### config.mk
export PLATFORM = sky130hd
export DESIGN_NAME = uart_rx_ctrl
export DESIGN_NICKNAME = d
export VERILOG_FILES = /design/src/rtl/uart_rx_ctrl.sv
export SDC_FILE = /design/constraint.sdc
export NUM_CORES = 1
export LEC_CHECK = 0
export ABC_AREA = 1
export BUFFER_PORTS_ARGS = -buffer_cell sky130_fd_sc_hd__buf_2
export CAP_MARGIN = 20
export CORE_MARGIN = 10
export CORE_UTILIZATION = 29
export CTS_BUF_LIST = sky130_fd_sc_hd__clkbuf_8
export DETAILED_ROUTE_END_ITERATION = 7
export PLACE_DENSITY = 0.42
export SLEW_MARGIN = 25
export SYNTH_ARGS = -nofsm -noshare
export SYNTH_HDL_FRONTEND = slang
export SYNTH_SLANG_ARGS = --single-unit
### constraint.sdc
create_clock -name clk -period 3.5 [get_ports clk]
set_clock_uncertainty 0.2 [all_clocks]
set_input_delay 0.35 -clock clk [delete_from_list [all_inputs] [get_ports clk]]
set_output_delay 0.35 -clock clk [all_outputs]
set_load 0.02 [all_outputs]
### src/rtl/uart_rx_ctrl.sv
// -----------------------------------------------------------------------------
// uart_rx_ctrl
//   Sequences a UART receiver. While disabled the receiver is held in reset.
//   While running, every completed byte is queued in a small FIFO with a
//   valid/ready output. A framing error is counted, the receiver is pulsed
//   into reset, and it is only re-armed after the serial line has been seen
//   idle (high) for IDLE_CLKS consecutive synchronized clocks.
//
// Ports
//   clk          system clock, rising edge
//   arst         asynchronous active-high reset
//   enable       1 = receive, 0 = hold receiver in reset
//   rx_line      raw serial line (asynchronous), watched for idle
//   rx_data      receiver parallel byte, valid with rx_done
//   rx_done      receiver one-cycle byte-complete pulse
//   rx_error     receiver sticky framing-error level
//   rx_rst_n     active-low reset to the receiver
//   m_data       FIFO head byte
//   m_valid      FIFO non-empty
//   m_ready      consumer accepts m_data when m_valid=1
//   overrun      sticky: a byte was dropped on a full FIFO
//   err_count    framing errors seen, saturating at 255
//   busy_recover high during error recovery
//   clr          clears overrun and err_count
// -----------------------------------------------------------------------------
module uart_rx_ctrl #(
   parameter int FIFO_DEPTH = 4,
   parameter int IDLE_CLKS  = 5208,
   parameter int RST_CLKS   = 4
) (
   input  logic       clk,
   input  logic       arst,
   input  logic       enable,
   input  logic       rx_line,
   input  logic [7:0] rx_data,
   input  logic       rx_done,
   input  logic       rx_error,
   output logic       rx_rst_n,
   output logic [7:0] m_data,
   output logic       m_valid,
   input  logic       m_ready,
   output logic       overrun,
   output logic [7:0] err_count,
   output logic       busy_recover,
   input  logic       clr
);

   localparam int PW = (FIFO_DEPTH > 1) ? $clog2(FIFO_DEPTH) : 1;
   localparam int CW = PW + 1;
   localparam int IW = $clog2(IDLE_CLKS + 1);
   localparam int RW = $clog2(RST_CLKS + 1);

   localparam logic [IW-1:0] IDLE_LAST = IW'(IDLE_CLKS - 1);
   localparam logic [RW-1:0] RST_LAST  = RW'(RST_CLKS - 1);
   localparam logic [CW-1:0] DEPTH_C   = CW'(FIFO_DEPTH);

   typedef enum logic [1:0] {
      ST_DISABLED  = 2'd0,
      ST_RUN       = 2'd1,
      ST_RESET_RX  = 2'd2,
      ST_WAIT_IDLE = 2'd3
   } state_t;

   state_t          state_r;
   state_t          state_nxt_s;
   logic [IW-1:0]   idle_cnt_r;
   logic [IW-1:0]   idle_nxt_s;
   logic [RW-1:0]   rst_cnt_r;
   logic [RW-1:0]   rst_nxt_s;
   logic            err_hit_s;
   logic            line_meta_r;
   logic            line_sync_r;
   logic            rx_rst_n_r;
   logic            busy_r;

   logic [7:0]      mem_r [FIFO_DEPTH];
   logic [PW-1:0]   wr_ptr_r;
   logic [PW-1:0]   rd_ptr_r;
   logic [CW-1:0]   cnt_r;
   logic            full_s;
   logic            pop_s;
   logic            push_s;
   logic            drop_s;
   logic            overrun_r;
   logic [7:0]      err_cnt_r;

   // Next-state and recovery counter logic
   always_comb begin
      state_nxt_s = state_r;
      idle_nxt_s  = idle_cnt_r;
      rst_nxt_s   = rst_cnt_r;
      err_hit_s   = 1'b0;
      if (!enable) begin
         state_nxt_s = ST_DISABLED;
         idle_nxt_s  = {IW{1'b0}};
         rst_nxt_s   = {RW{1'b0}};
      end else begin
         case (state_r)
            ST_DISABLED: begin
               state_nxt_s = ST_RUN;
            end
            ST_RUN: begin
               if (rx_error) begin
                  state_nxt_s = ST_RESET_RX;
                  err_hit_s   = 1'b1;
               end else begin
                  state_nxt_s = ST_RUN;
               end
            end
            ST_RESET_RX: begin
               if (rst_cnt_r == RST_LAST) begin
                  state_nxt_s = ST_WAIT_IDLE;
                  rst_nxt_s   = {RW{1'b0}};
               end else begin
                  rst_nxt_s   = rst_cnt_r + RW'(1'b1);
               end
            end
            ST_WAIT_IDLE: begin
               if (!line_sync_r) begin
                  idle_nxt_s  = {IW{1'b0}};
               end else if (idle_cnt_r == IDLE_LAST) begin
                  // This sample completes IDLE_CLKS consecutive high clocks
                  idle_nxt_s  = {IW{1'b0}};
                  state_nxt_s = ST_RUN;
               end else begin
                  idle_nxt_s  = idle_cnt_r + IW'(1'b1);
               end
            end
            default: begin
               state_nxt_s = ST_DISABLED;
               idle_nxt_s  = {IW{1'b0}};
               rst_nxt_s   = {RW{1'b0}};
            end
         endcase
      end
   end

   // State, counters and registered receiver-control outputs
   always_ff @(posedge clk or posedge arst) begin
      if (arst) begin
         state_r    <= ST_DISABLED;
         idle_cnt_r <= {IW{1'b0}};
         rst_cnt_r  <= {RW{1'b0}};
         rx_rst_n_r <= 1'b0;
         busy_r     <= 1'b0;
      end else begin
         state_r    <= state_nxt_s;
         idle_cnt_r <= idle_nxt_s;
         rst_cnt_r  <= rst_nxt_s;
         rx_rst_n_r <= (state_nxt_s == ST_RUN);
         busy_r     <= (state_nxt_s == ST_RESET_RX) || (state_nxt_s == ST_WAIT_IDLE);
      end
   end

   // Line synchronizer; flushed while the receiver is being reset so idle
   // qualification only uses line samples taken after the reset pulse
   always_ff @(posedge clk or posedge arst) begin
      if (arst) begin
         line_meta_r <= 1'b1;
         line_sync_r <= 1'b1;
      end else if (state_r == ST_RESET_RX) begin
         line_meta_r <= 1'b0;
         line_sync_r <= 1'b0;
      end else begin
         line_meta_r <= rx_line;
         line_sync_r <= line_meta_r;
      end
   end

   // FIFO handshake decode; a same-cycle pop frees the slot for the push
   always_comb begin
      full_s = (cnt_r == DEPTH_C);
      pop_s  = (cnt_r != {CW{1'b0}}) && m_ready;
      push_s = (state_r == ST_RUN) && rx_done && (!full_s || pop_s);
      drop_s = (state_r == ST_RUN) && rx_done && full_s && !pop_s;
   end

   // FIFO storage
   always_ff @(posedge clk or posedge arst) begin
      if (arst) begin
         for (int i = 0; i < FIFO_DEPTH; i++) begin
            mem_r[i] <= 8'h00;
         end
      end else if (push_s) begin
         mem_r[wr_ptr_r] <= rx_data;
      end
   end

   // FIFO pointers and occupancy
   always_ff @(posedge clk or posedge arst) begin
      if (arst) begin
         wr_ptr_r <= {PW{1'b0}};
         rd_ptr_r <= {PW{1'b0}};
         cnt_r    <= {CW{1'b0}};
      end else begin
         if (push_s) begin
            wr_ptr_r <= wr_ptr_r + PW'(1'b1);
         end
         if (pop_s) begin
            rd_ptr_r <= rd_ptr_r + PW'(1'b1);
         end
         case ({push_s, pop_s})
            2'b10:   cnt_r <= cnt_r + CW'(1'b1);
            2'b01:   cnt_r <= cnt_r - CW'(1'b1);
            default: cnt_r <= cnt_r;
         endcase
      end
   end

   // Sticky overrun flag and saturating error counter; clr wins
   always_ff @(posedge clk or posedge arst) begin
      if (arst) begin
         overrun_r <= 1'b0;
         err_cnt_r <= 8'h00;
      end else if (clr) begin
         overrun_r <= 1'b0;
         err_cnt_r <= 8'h00;
      end else begin
         if (drop_s) begin
            overrun_r <= 1'b1;
         end
         if (err_hit_s && (err_cnt_r != 8'hFF)) begin
            err_cnt_r <= err_cnt_r + 8'd1;
         end
      end
   end

   assign rx_rst_n     = rx_rst_n_r;
   assign busy_recover = busy_r;
   assign m_valid      = (cnt_r != {CW{1'b0}});
   assign m_data       = mem_r[rd_ptr_r];
   assign overrun      = overrun_r;
   assign err_count    = err_cnt_r;

endmodule
# --- Word-level counts from Yosys, hierarchy flattened ---
# Cells that the tools add are included.
classes:
  addsub: 7
  n_lt_le_gt_ge: 3
  n_eq_ne: 14
  muxes: 29
  bitwise: 2
  reduce_logical: 16
ops:
  columns: ["op", "count"]
  rows:
  - ["$mux 13", 4]
  - ["$mux 8", 5]
  - ["$bwmux 32", 1]
  - ["$bmux 8 s2", 1]
  - ["$demux 8 s2", 1]
  - ["$add 13x1->13 const B", 1]
  - ["$eq 13x13->1 const B", 1]
  - ["$eq 2x2->1 const B", 5]
  - ["$mux 2", 5]
  - ["$mux 3", 3]
  - ["$add 8x1->8 const B", 1]
  - ["$ne 8x8->1 const B", 1]
  - ["$pmux 2 s4", 1]
  - ["$logic_and 1x1->1", 7]
  - ["$mux 1", 7]
  - ["$add 3x1->3 const B", 2]
  - ["$eq 2x1->1 const B", 3]
  - ["$ge 3x3->1 const B", 2]
  - ["$not 2->3", 2]
  - ["$pmux 3 s2", 1]
  - ["$reduce_bool 2->1", 3]
  - ["$add 2x1->2 const B", 2]
  - ["$ne 2x1->1 const B", 2]
  - ["$eq 3x2->1 const B", 1]
  - ["7 further kinds", 9]
totals:
  ff_bits: 70
  inputBits: 16
  out_inout_bits: 20
  word_cells: 87

# --- Longest topological paths before layout ---
# Gate-level depths: netlist (run 1).
depth:
  depth_word: 7
  mapped_depth: 12

# --- Worst setup path before layout (run 1) ---
# Ideal clock, no wire load.
synth_path:
  path_kind: "register to register"
  start: "register cnt_r[0]"
  end: "register cnt_r[2]"
  setup_ns: 0.131
  arrival_time_ns: 1.932
  required_ns: 3.169
  path_slack_ns: 1.237
  stages_incl_launch_ff: 12
  n_path_buf: 2
  cell_sequence: "dfrtp_1 nor2_4 nand3_1 nand2_2 buf_12 buf_12 ha_1 inv_1 fa_1 a21oi_1 o21ai_0 xor2_1"
synth_between:
  elab_chain_len: 6
  elab_cells_between_ends: 12
synth_rtl:
  columns: ["item", "line", "rtl"]
  rows:
  - ["start: declaration", "79", "logic [CW-1:0] cnt_r;"]
  - ["start signal: assignment", "194", "cnt_r <= {CW{1'b0}};"]
  - ["start signal: assignment", "203", "2'b10: cnt_r <= cnt_r + CW'(1'b1);"]
  - ["start signal: assignment", "204", "2'b01: cnt_r <= cnt_r - CW'(1'b1);"]
  - ["$eq 3x3->1 or $reduce_bool 3->1 (tied branches)", "172, 173", null]
  - ["$logic_not 1->1 or $logic_and 1x1->1 (tied branches)", "174, 173", null]
  - ["$logic_or 1x1->1", "174", "push_s = (state_r == ST_RUN) && rx_done && (!full_s || pop_s);"]
  - ["$logic_and 1x1->1", "174", null]
  - ["$eq 2x1->1 or $eq 2x2->1 (tied branches)", "202", "case ({push_s, pop_s})"]
  - ["$pmux 3 s2 or $reduce_bool 2->1 (tied branches)", null, null]
# Parallel ways exist; a longest one is shown, timed or not.
# A chain may end at the register's enable or synchronous reset.

# --- Final worst setup path (run 1) ---
layout_path:
  start: "register rd_ptr_r[0]"
  end: "output m_data[0]"
layout_between:
  elab_chain_len: 4
layout_rtl:
  columns: ["item", "line", "rtl"]
  rows:
  - ["start: declaration", "78", "logic [PW-1:0] rd_ptr_r;"]
  - ["start signal: assignment", "193", "rd_ptr_r <= {PW{1'b0}};"]
  - ["start signal: assignment", "200", "rd_ptr_r <= rd_ptr_r + PW'(1'b1);"]
  - ["$not 2->3 (not written as such)", "231", "assign m_data = mem_r[rd_ptr_r];"]
  - ["$bmux 8 s2", "231", null]
  - ["$mux 8 (not written as such) (2 in series)", "231", null]
  - ["end: declaration", "39", "output logic [7:0] m_data,"]
# No other way between the ends. The select of a mux whose other input is x is not followed.

==> results of run 1 <==
## metal layers
metal / vias up / share of wire (%) / wire, µm
met5: - / 0 / 0
met2: 50 / 44 / 3906
li1: 1502 / - / -
met4: 0 / 2.4 / 209
met3: 16 / 4.6 / 408
met1: 1393 / 49 / 4314
## cell usage after synthesis (all sizes together)
cell type  number  area, µm²
nand4           5      31.28
dfrtp          68       1702
ha              8      100.1
o22ai           6      37.54
nor2           58      296.5
nand3b          3      22.52
dfstp           2      52.55
buf             4      60.05
fa              1      20.02
a21oi          11      66.32
clkbuf          4      15.01
nor3            3      15.01
nand2         137      524.3
inv            43      161.4
and2            1      6.260
o21ai          59      310.3
a211oi          1      7.510
o21bai          2      15.01
xnor2           1      8.760
a31oi           1      6.260
or2             1      6.260
nand3          15      75.07
xor2            8      70.07
## cells in the final DEF (no fill, tap or decap), drive strengths merged, types with 2 or more instances in the layout
| master | instances |
|---|---|
| nor3 | 3 |
| inv | 46 |
| nand4 | 5 |
| nor2 | 58 |
| dfstp | 2 |
| nand3b | 3 |
| nand2 | 137 |
| clkbuf | 12 |
| a21oi | 11 |
| ha | 8 |
| nand3 | 15 |
| dlygate4sd3 | 4 |
| o22ai | 6 |
| o21ai | 59 |
| o21bai | 2 |
| buf | 37 |
| xor2 | 8 |
| dfrtp | 68 |
## report_power, final
part	switching [mW]	internal [mW]
Combinational	0.672	0.322
Clock	0.306	0.307
Sequential	0.159	1.04
## registers in the layout (all words and copies together) (netlist names), 2 cells and up
name / cells
wr_ptr_r: 2
mem_r: 32
idle_cnt_r: 13
rst_cnt_r: 3
state_r: 2
err_count: 8
cnt_r: 3
rd_ptr_r: 2
## worst register-to-register path, delay by kind of cell (launching register included)
kind                       cells  cell delay, ps
adders and majority gates      2             590
AOI/OAI and AO/OA              3             570
DFF                            1             420
xor gates and xnor gates       1             150
and+or+nand+nor                1              60
buffers and inverters          1              60
## metrics by stage
step	area, µm²	utilization [%]
after global routing	4169	34.42
after floorplan	3610	-
after global placement	3948	32.59
after detailed placement	3948	32.59
final	4169	34.42
after CTS	4169	34.42
## cells by family after synthesis
kind of cell,after synthesis
simple gates,223
compound gates,80
flops,70
buf+inv,51
xor+xnor,9
fa+ha+maj,9
## layout make-up
type	instances	area [µm²]
Inverter	43	161.4
Fill cell	1341	7943
Timing Repair Buffer	41	242.7
Clock inverter	4	16.27
Sequential cell	70	1754
Clock buffer	12	165.2
Multi-Input combinational cell	321	1619
Tap cell	168	210.2
## timing repair
item	in CTS	in global routing
endpoints found under the hold margin	36	0
setup endpoints to repair	0	0
hold buffers	4	0
## final timing paths
path,depth (start not counted),end,slack (ps),start
worst min-delay path,3,mem_r[29],40,rx_data[5]
min in group asynchronous,3,rx_rst_n,490,arst
worst max register to register,8,cnt_r[2],1320,cnt_r[0]
max in group asynchronous,4,mem_r[14],1930,arst
worst min register to register,2,line_sync_r,230,line_meta_r
worst max-delay path,5,m_data[0],820,rd_ptr_r[0]
==> impl_metrics.py, run 1 <==
metrics = {
    "status": {
        "status": "finished, final reports clean",
    },
    "sta": {
        "fin_ws_ps": 821.8,
        "hold_viol_final": 0,
        "hold-worst-slack_ps": 39.12,
        "drv_slew": 0,
        "fin_tns_setup_ps": 0,
        "rsz0062_at_grt": "no",
        "max_freq_mhz": 373.4,
        "finalSetupViolations": 0,
        "tightest_slew_ps": 815.9,
        "slew_headroom_pct": 45.53,
        "post-route-period-util_pct": 76.52,
        "finalCriticalPeriod_ps": 2678,
    },
    "synthesis": {
        "ys_types": 32,
        "synth_fa_ha_area_share_pct": 3.328,
        "netlist_instances": 442,
        "synth_top_family_by_area": "simple AND/OR/NAND/NOR gates",
        "synthesis.area_mm2": 0.003610,
        "synth_area_per_cell_um2": 8.167,
        "ys_seq_area_share_pct": 48.60,
        "synthMuxAreaShare_pct": 0,
        "syn-num-nets": 467,
        "synthXorXnorAreaFrac_pct": 2.184,
        "ys_warn_count": 0,
        "synthSimpleGateAreaFrac_pct": 27.07,
        "synth_compound_area_share_pct": 12.27,
        "ys_ff_latch": 70,
    },
    "grt": {
        "top_usage_layer": "met2",
        "globalRouteMet2Util_pct": 16.08,
        "grt_pass1_vias": 2934,
        "grt_start_max_net_pins": 38,
        "grt_pass1_wl_mm": 14.81,
        "grt.met1_usage_pct": 13.37,
        "met3_usage_pct": 2.744,
        "antenna_found_initial": 0,
        "gr-total-overflow": 0,
        "grtUsageTotal_pct": 10.59,
    },
    "worst_setup_path": {
        "critical_path_class": "register to primary output",
        "critPathSlowestCell": "dfrtp_1",
        "crit_required_ps": 2950,
        "path_common_cell": "o21ai_0",
        "cp_top_family": "flip-flops",
        "crit_path_start_kind": "register",
        "cp_cell_sequence": "inv_1 -> a21oi_1 -> o21ai_0 -> o21ai_0 -> buf_2",
        "cpPeakStageDelay_ps": 700,
        "crit_buf_inv": 2,
        "critical_path.max_fanout": 18,
        "critical_path.endpoint_type": "primary output",
        "critical_path_arrival_ps": 2130,
    },
    "placement": {
        "portBuffers": 35,
        "dp_hpwl_mm": 5.947,
        "placed_cells": 639,
        "post-place-ws_ps": 1189,
        "gp_congestion": 0.7842,
    },
    "power": {
        "p_total_mw": 2.805,
        "power_density_mw_per_mm2": 672.8,
        "ir_drop_uv": 340.1,
        "p_leak_nw": 2.072,
    },
    "route": {
        "drc": 0,
        "initialDrtViolationCount": 216,
        "wirelength_mm": 8.839,
        "dr_total_vias": 2961,
        "wl_per_cell_um": 13.41,
        "ant_nets": 0,
        "vias_per_cell": 4.493,
        "drt-pass1-iter-count": 4,
    },
    "cells_and_area": {
        "drive_above_1_share_pct": 14.66,
        "nets": 511,
        "syn_to_final_growth_pct": 15.49,
        "layout.cells.non_filler": 659,
        "insertedDiodeCount": 0,
    },
    "cts": {
        "h-tree-depth": 3,
        "cts_root_buffer": "clkbuf_8",
        "cts.repair.resized": 0,
        "clock_path_buffers": 2,
        "cts_tree": "yes",
        "cts_setup_buffers": 0,
        "clock_sinks": 70,
        "clkTransAtPathRegs_ps": 70,
        "clock_latency_ps": 370,
        "cts_buffers": 9,
    },
    "floorplanning": {
        "die_x_um": 131.6,
        "start_util_pct": 29.80,
        "io_pins": 36,
        "dieArea_mm2": 0.01731,
        "num_rows": 40,
        "die_h_um": 131.6,
        "core-area_mm2": 0.01211,
    },
    "run": {
        "drv_cap": 0,
    },
    "worst_hold_path": {
        "hold_class": "input pin to register",
    },
}
Power figures use the tool's default switching activity.
==> inputs of run 2 (changes only) <==
- ABC_AREA: 1 -> 0
- PLACE_DENSITY: 0.42 -> 0.44
- clock period: 3.5 -> 2.2 ns (I/O delays scaled with it)
==> impl_metrics.py, run 2 <==
metrics = {
    "status": {
        "status": "finished, final reports clean",
    },
    "synthesis": {
        "synth_area_per_cell_um2": 13.08,
        "ys_types": 46,
        "netlist_instances": 268,
        "netlist.area_leader.share_pct": 48.55,
        "ys_warn_count": 0,
        "synthMuxAreaShare_pct": 19.71,
        "synth_top_area_cell": "dfrtp_1",
        "synth-async-reset-ratio_pct": 100.0,
        "synth_top_family_by_area": "multiplexers",
        "syn-num-nets": 293,
        "synth_compound_area_share_pct": 3.856,
        "dominantRegCellSynth": "dfrtp_1",
        "synthesis.area_mm2": 0.003505,
        "synthXorXnorAreaFrac_pct": 4.748,
        "synth_area_leaders": "dfrtp_1 (49%), mux2_4 (14%), mux4_2 (5.1%), xnor2_1 (3.2%), ha_1 (2.9%)",
        "ys_top_cells_by_count": "dfrtp_1 (68), mux2_4 (32), nor2_1 (20)",
        "synthSimpleGateAreaFrac_pct": 15.64,
        "yosysMostFrequentCell": "dfrtp_1",
        "synth_edf_count": 0,
        "synth_fa_ha_area_share_pct": 3.427,
        "ys_ff_latch": 70,
        "ys_seq_area_share_pct": 50.05,
    },
    "worst_setup_path": {
        "critical_path.endpoint_type": "register",
        "critical_path.max_fanout": 3,
        "cpPeakStageDelay_ps": 430,
        "reg2reg_from": "cnt_r[1]",
        "path_common_cell": "xor2_1",
        "startpoint": "cnt_r[1]",
        "crit_required_ps": 2280,
        "critical_path_class": "register to register",
        "cp_cell_sequence": "nor4b_4 -> and3b_2 -> inv_4 -> ha_4 -> inv_2 -> fa_2 -> xor2_1 -> nor2_1 -> xor2_1",
        "critical_path_arrival_ps": 2260,
        "critPathSlowestCell": "dfrtp_1",
        "crit_path_start_kind": "register",
    },
    "cells_and_area": {
        "largest_register_ffs": 32,
        "final_cell_mix": "dfrtp_1 (68), buf_2 (35), mux2_4 (32)",
        "layout_commonest_cell": "dfrtp_1",
        "layout.cells.non_filler": 485,
        "insertedDiodeCount": 0,
        "nets": 358,
        "regMostFlops": "mem_r",
        "syn_to_final_growth_pct": 22.31,
        "drive_above_1_share_pct": 35.21,
        "fill_cells": 1165,
    },
    "cts": {
        "clock_sinks": 70,
        "clock_path_buffers": 2,
        "clock_latency_ps": 350,
        "clkTransAtPathRegs_ps": 80,
        "cts_root_buffer": "clkbuf_8",
        "h-tree-depth": 3,
        "cts_buffers": 9,
        "cts_tree": "yes",
    },
    "grt": {
        "grt_pass1_vias": 2415,
        "antenna_found_initial": 0,
        "grtUsageTotal_pct": 9.185,
        "grt_pass1_wl_mm": 12.16,
        "grt_start_max_net_pins": 71,
        "gr-total-overflow": 0,
    },
    "sta": {
        "finalCriticalPeriod_ps": 2180,
        "rsz0062_at_grt": "yes",
        "hold_viol_final": 0,
        "finalSetupViolations": 0,
        "slew_headroom_pct": 67.83,
        "fin_ws_ps": 20.17,
        "post-route-period-util_pct": 99.08,
        "max_freq_mhz": 458.8,
        "drv_slew": 0,
        "tightest_slew_ps": 476.1,
    },
    "route": {
        "ant_nets": 0,
        "dr_total_vias": 2182,
        "wirelength_mm": 7.083,
        "drt-pass1-iter-count": 4,
        "wl_per_cell_um": 14.60,
        "vias_per_cell": 4.499,
        "initialDrtViolationCount": 80,
        "drc": 0,
    },
    "worst_hold_path": {
        "min-delay-start": "m_ready",
        "hold_class": "input pin to register",
    },
    "power": {
        "p_leak_nw": 2.009,
        "ir_drop_uv": 330.5,
        "power_density_mw_per_mm2": 1107,
    },
    "placement": {
        "dp_hpwl_mm": 4.701,
        "placed_cells": 453,
        "post-place-ws_ps": 5.616,
        "gp_congestion": 0.7072,
        "portBuffers": 35,
    },
    "floorplanning": {
        "core-area_mm2": 0.01191,
        "die_h_um": 129.9,
        "start_util_pct": 29.42,
        "dieArea_mm2": 0.01688,
        "io_pins": 36,
        "num_rows": 40,
        "die_x_um": 129.9,
    },
    "run": {
        "drv_cap": 0,
    },
}
run 2: cell count changes in the layout (fill, tap and decap cells not counted), moves of 6 or more:
cell / before / now
o21ai_0: 39 / 9
a21oi_1: 10 / 3
dlygate4sd3_1: 4 / 15
o21ai_1: 16 / 0
mux4_2: 0 / 8
mux2_4: 0 / 32
and2_1: 1 / 7
nand2_1: 133 / 18
buf_4: 1 / 9
xnor2_1: 1 / 13
o22ai_1: 6 / 0
nand3_1: 15 / 4
nor2_1: 49 / 20
inv_1: 45 / 9
run 2: logic make-up after synthesis:
family,Yosys count
fa+ha+maj,9
flops,70
buf+inv,18
mux,43
compound gates,20
simple gates,89
xor+xnor,19
run 2: final cells by class:
class	count	area (µm²)	area share (%)
flip-flops and latches	70	1754	40.92
multi-input cells	180	1684	39.29
clock buffers	9	123.9	2.890
well taps	147	183.9	4.291
clock inverters	7	80.08	1.868
inverters	12	47.55	1.109
repair buffers	60	412.9	9.632
run 2: stage by stage:
step	TNS, ps	power, mW	area (µm²)	hold WS [ps]	util [%]
final	0	4.745	4287	136.5	35.99
after global routing	-97.88	5.060	4287	158.3	35.99
after CTS	-22.56	4.824	4278	91.66	35.91
after detailed placement	0	3.663	3916	140.3	32.88
after global placement	0	3.640	3916	140.3	32.88
after floorplan	-41.54	3.229	3522	137.1	-
run 2: path summary, 6_finish.rpt:
path | slack, ps | to | depth (start not counted)
max in group asynchronous | 1150 | line_sync_r | 4
max | 20 | cnt_r[2] | 9
min | 140 | rd_ptr_r[0] | 3
max reg2reg | 20 | cnt_r[2] | 9
min in group asynchronous | 290 | err_count[5] | 4
min reg2reg | 280 | line_sync_r | 1
run 2: what timing repair did:
item                       in CTS  in global routing
resized for setup               1                  1
hold endpoints to repair      114                  0
hold buffers                   15                  0
pin swaps                       2                  1
setup endpoints to repair       1                  1
setup buffers                   1                  0
run 2: where the power goes:
part | switching, mW | internal, mW | leakage (nW) | total [mW]
combinational | 0.746 | 0.986 | 1.01 | 1.73
clock | 0.551 | 0.541 | 0.103 | 1.09
sequential | 0.256 | 1.66 | 0.893 | 1.92
run 2: worst max-delay path: cells and delay by family (launching register included):
| family | cells | cell delay, ps |
|---|---|---|
| fa+ha+maj | 2 | 450 |
| flops | 1 | 430 |
| simple gates | 3 | 640 |
| buf+inv | 2 | 90 |
| xor+xnor | 2 | 300 |
run 2: metal layers:
layer	GRT usage (%)	vias to the layer above	part of all wire (%)
met4	3.770	0	1.4
met1	11.49	1058	48
met2	14.21	36	47
met3	3.124	8	4.4
li1	-	1080	-
met5	0	-	0
